<file path="config.mk">
export PLATFORM = sky130hd
export DESIGN_NAME = comb_wires_100b_deser
export DESIGN_NICKNAME = d
export VERILOG_FILES = /design/src/rtl/comb_wires_deser_pkg.sv /design/src/rtl/comb_wires_deser_shreg.sv /design/src/rtl/comb_wires_100b_deser.sv
export SDC_FILE = /design/constraint.sdc
export NUM_CORES = 1
export LEC_CHECK = 0
export CORE_ASPECT_RATIO = 1.25
export CORE_MARGIN = 3
export CORE_UTILIZATION = 48
export DETAILED_ROUTE_END_ITERATION = 8
export HOLD_SLACK_MARGIN = 0.02
export PLACE_DENSITY = 0.79
export SETUP_SLACK_MARGIN = 0.1
export SYNTH_ARGS = -nofsm -noshare
export SYNTH_HDL_FRONTEND = slang
export SYNTH_HIERARCHICAL = 1
export SYNTH_SLANG_ARGS = --single-unit
</file>
<file path="constraint.sdc">
create_clock -name clk -period 2.1 [get_ports clk]
set_clock_uncertainty 0.15 [all_clocks]
set_input_delay 0.42 -clock clk [delete_from_list [all_inputs] [get_ports clk]]
set_output_delay 0.42 -clock clk [all_outputs]
set_load 0.02 [all_outputs]
</file>
<file path="src/rtl/comb_wires_deser_pkg.sv">
// Shared types and sizing helpers for the serial-to-parallel word assembler.
package comb_wires_deser_pkg;

    typedef enum logic {
        COLLECT = 1'b0,
        FULL    = 1'b1
    } deser_state_e;

    localparam int DESER_NBITS = 100;

    function automatic int deser_count_width(input int nbits);
        return $clog2(nbits + 1);
    endfunction

endpackage

</file>
<file path="src/rtl/comb_wires_deser_shreg.sv">
// NBITS-wide shift register filled one bit per enabled cycle.
// Shift direction: MSB-first by default, LSB-first when COMB_WIRES_DESER_LSB_FIRST_EN is defined.
module comb_wires_deser_shreg
    import comb_wires_deser_pkg::*;
#(
    parameter int NBITS = DESER_NBITS
) (
    input  logic             clk,
    input  logic             reset_n,
    input  logic             shift_en,
    input  logic             bit_in,
    output logic [NBITS-1:0] data
);

    logic [NBITS-1:0] data_q;
    logic [NBITS-1:0] data_d;

    always_comb begin
        data_d = data_q;
        if (shift_en) begin
`ifdef COMB_WIRES_DESER_LSB_FIRST_EN
            data_d = {bit_in, data_q[NBITS-1:1]};
`else
            data_d = {data_q[NBITS-2:0], bit_in};
`endif
        end
    end

    always_ff @(posedge clk) begin
        if (!reset_n) begin
            data_q <= '0;
        end else begin
            data_q <= data_d;
        end
    end

    assign data = data_q;

endmodule

</file>
<file path="src/rtl/comb_wires_100b_deser.sv">
// Serial bit stream to NBITS-wide parallel word, valid/ready on both sides.
// Optional LSB-first assembly via COMB_WIRES_DESER_LSB_FIRST_EN (handled in the shift register).
module comb_wires_100b_deser
    import comb_wires_deser_pkg::*;
#(
    parameter int NBITS = DESER_NBITS
) (
    input  logic                                 clk,
    input  logic                                 reset_n,
    input  logic                                 in_val,
    output logic                                 in_rdy,
    input  logic                                 in_bit,
    output logic                                 out_val,
    input  logic                                 out_rdy,
    output logic [NBITS-1:0]                     out,
    output logic [deser_count_width(NBITS)-1:0]  count
);

    localparam int CW = deser_count_width(NBITS);

    if (NBITS < 2 || NBITS > 128) begin : g_bad_nbits
        $error("comb_wires_100b_deser: NBITS out of range 2..128");
    end

    deser_state_e    state_q;
    deser_state_e    state_d;
    logic [CW-1:0]   count_q;
    logic [CW-1:0]   count_d;
    logic            bit_xfer;
    logic            word_xfer;

    // In FULL the serial side may only advance while the word drains, so a
    // new first bit can land in the same cycle the old word leaves.
    always_comb begin
        in_rdy    = (state_q == COLLECT) ? 1'b1 : out_rdy;
        out_val   = (state_q == FULL);
        bit_xfer  = in_val & in_rdy;
        word_xfer = out_val & out_rdy;
    end

    always_comb begin
        state_d = state_q;
        count_d = count_q;
        case (state_q)
            COLLECT: begin
                if (bit_xfer) begin
                    count_d = count_q + CW'(1);
                    if (count_q == CW'(NBITS - 1)) begin
                        state_d = FULL;
                    end
                end
            end
            FULL: begin
                if (word_xfer) begin
                    state_d = COLLECT;
                    count_d = bit_xfer ? CW'(1) : CW'(0);
                end
            end
            default: begin
                state_d = COLLECT;
                count_d = '0;
            end
        endcase
    end

    always_ff @(posedge clk) begin
        if (!reset_n) begin
            state_q <= COLLECT;
            count_q <= '0;
        end else begin
            state_q <= state_d;
            count_q <= count_d;
        end
    end

    assign count = count_q;

    comb_wires_deser_shreg #(
        .NBITS (NBITS)
    ) u_shreg (
        .clk      (clk),
        .reset_n  (reset_n),
        .shift_en (bit_xfer),
        .bit_in   (in_bit),
        .data     (out)
    );

endmodule
</file>
==> metrics.md <==
| Metric | Value |
|---|---|
| Outcome | finished, final reports clean |
| Initial antenna violation count | 0 |
| DRT Pass-1 Iters | 4 |
| Largest net degree at the start of global routing | 54 |
| CTS root buf | clkbuf_8 |
| First-pass GRT wire length | 13,800 µm |
| Post-Syn Instances | 365 |
| Die W | 89.9 µm |
| Worst setup margin | 0.163 ns |
| Synth-to-layout area growth | 34.6% |
| Setup TNS Final | 0 ns |
| Largest fanout on the critical path | 3 |
| XOR/XNOR share of the synthesized area | 0% |
| CP Launch Point | out_rdy |
| Sequential area share after synthesis | 51.2% |
| Worst hold margin | 0.355 ns |
| Mapped Area | approximately 0.0042 mm² |
| Reg2reg start | out_val$_SDFF_PN0_ |
| Std-Cell Rows | 37 |
| Worst-path clk slew | 0.10 ns |
| Nets | 485 |
| Global route hottest layer | met2 |
| RSZ-0062 raised after global routing | false |
| Diodes inserted | 0 |
| # DRC | 0 |
| Met3 usage | 6.18% |
| Vias in the first global route | 2,796 |
| Startpoint Class | input pin |
| Yosys reg bits | 108 |
| CTS tree | yes |
| Post-synthesis simple-gate area fraction | 17.2% |
| Cell Area, Placed | between 0.005 and 0.006 mm² |
| Peak Freq | about 0.52 GHz |
| Crit end category | output pin |
| Crit path DAT | 1.37 ns |
| Mux cell area share after synthesis | 23.9% |
| Num CTS Buffers | 9 |
| Fin crit share | 92.2% |
| Met2 Use GR | 27.3% |
| Worst hold path type | reg -> reg |
| Routed Antenna Nets | 0 |
| Gr ovfl total | 0 |
| Largest family of logic cells by synthesized area | multiplexers |
| Final std cells w/o fill | 600 |
| Clock Path Buffers | 2 |
| Port bufs | 113 |
| Number of distinct library cells after synthesis | 26 |
| Clock sink count | ~110 |
| Die Area | roughly 0.01 mm² |
| Yosys top cell by area | dfxtp_1 |
| GRT met1 Usage | 20.1% |
| Relative slew slack | 62.3% |
| Core area | 0.00838 mm² |
| Initial cell density of the core | 50.4% |
| Number of fill cells in the layout | 654 |
| Worst slew pin tran | ~0.55 ns |
| Die Y | roughly 110 µm |
| Mean post-synth cell area | 11.6 µm² |
| Fin crit period | 1.94 ns |
| Post-layout util | ~68% |
| EDFF count, synth | 0 |
| Vias/cell | 4.79 |
| RD Place Congestion | 0.770 |
| Placed cell count | 585 |
| Main synth FF type | dfxtp_1 |
| Share of post-route cells with drive strength above 1 | under 10% |
| Worst IR Drop VDD | 0.000519 V |
| Hold_sp | count[6]$_SDFFE_PN0P_ |
| Hold Buf Count CTS | 0 |
| Initial DRC Count | 82 |
| # resized after CTS | 4 |
| Critical path class | in -> out |
| Final hold violation count | 0 |
| Max-Cap Viols | 0 |
| Synth top cells by count | dfxtp_1, mux2i_1, nor2b_1 |
| Final WL | 8310 µm |
| Critical path required time | 1.53 ns |
| Routed WL per cell | between 10 and 15 µm |
| CTS H-tree lvls | 3 |
| Fin. max-slew vios | 0 |
| Final Total Pwr | 3.64 mW |
| Skew-Pair Late Insertion Delay | 0.35 ns |
| Synth Area in Adders | 0.296% |
| Post-Place Setup Slack | -0.214 ns |
| Top-count cell post-synth | dfxtp_1 |
| Vias | 2,875 |
| Area contributors post-synth | dfxtp_1, mux2i_1, nor2b_1 |
| Design area | 0.00569 mm² |
| Post-CTS setup buffer count | 0 |
| Endpoints failing setup | 0 |
| Ys Warns | 6 |
| GRT Overall Usage | about 16% |
| Top cell type's share of synthesized area | between 50% and 60% |
| IO Pins | ~110 |
| DP HPWL | 5710 µm |
| Power density over the cells | 640 mW/mm² |
| Async set-reset flop share out of synthesis | 0% |
| Lkg Pwr | around 2.3 nW |
| Synth Area in Compound Gates | 2.22% |
| Syn_nets | 371 |
## layout by cell type, fill, tap and decap left out
cell	n
clkbuf_8	11
nand2_1	4
mux2i_1	101
a2111oi_0	1
nand4b_1	1
buf_4	7
buf_2	1
a22oi_1	1
nor4bb_1	1
and2_4	1
a21oi_1	7
nor2b_1	100
o21ai_0	2
inv_1	1
dfxtp_1	108
bufinv_16	2
dlymetal6s2s_1	6
or3_2	2
and2b_2	1
buf_12	5
ha_1	1
clkinvlp_4	1
dlygate4sd2_1	1
clkdlybuf4s15_2	1
o31ai_1	2
nand2b_4	1
nor2_1	2
nand3_1	2
clkinv_2	1
clkdlybuf4s50_1	104
or4_1	2
a311oi_1	1
a21o_2	1
## worst paths after layout
| kind | end | slack, ns | cells after the start |
|---|---|---|---|
| worst max-delay path | in_rdy | 0.16 | 3 |
| worst max register to register | u_shreg/data[74]$_SDFFE_PN0P_ | 0.43 | 6 |
| worst min register to register | count[6]$_SDFFE_PN0P_ | 0.36 | 2 |
| worst min-delay path | count[6]$_SDFFE_PN0P_ | 0.36 | 2 |
## state kept, by name, indices dropped and copies added, names as in the netlist
name,cells
count,7
out_val,1
u_shreg/data,100
## metal layers
metal | share of wire [%] | routed length [µm]
met1 | 44 | 3690
met2 | 48 | 3970
met3 | 6.5 | 544
met4 | 1.3 | 107
met5 | 0 | 0
## worst max-delay path, cell delays in order
cell and delay (ns):
clkdlybuf4s50_1 0.52, nand2b_4 0.16, clkdlybuf4s15_2 0.27
## area by class of cell
type	instances	area (µm²)	area share, %
clock buffers	11	151	2.66
clock inverters	4	72.6	1.28
inverters	1	3.75	0.0660
multi-input cells	234	1860	32.6
flip-flops and latches	108	2160	38.0
well taps	117	146	2.57
repair buffers	125	1290	22.8
## logic make-up after synthesis
logic type / count (synthesis)
AOI/OAI and AO/OA: 15
adders and majority gates: 1
buffers and inverters: 23
DFF: 108
muxes: 101
and+or+nand+nor: 117
## power by group
group	switching, mW	leakage (nW)	internal [mW]	total, mW
Combinational	0.0968	1.30	0.106	0.203
Sequential	0.00549	0.870	2.05	2.06
Clock	0.652	0.111	0.729	1.38
No activity file was read; power rests on OpenSTA's default activity.
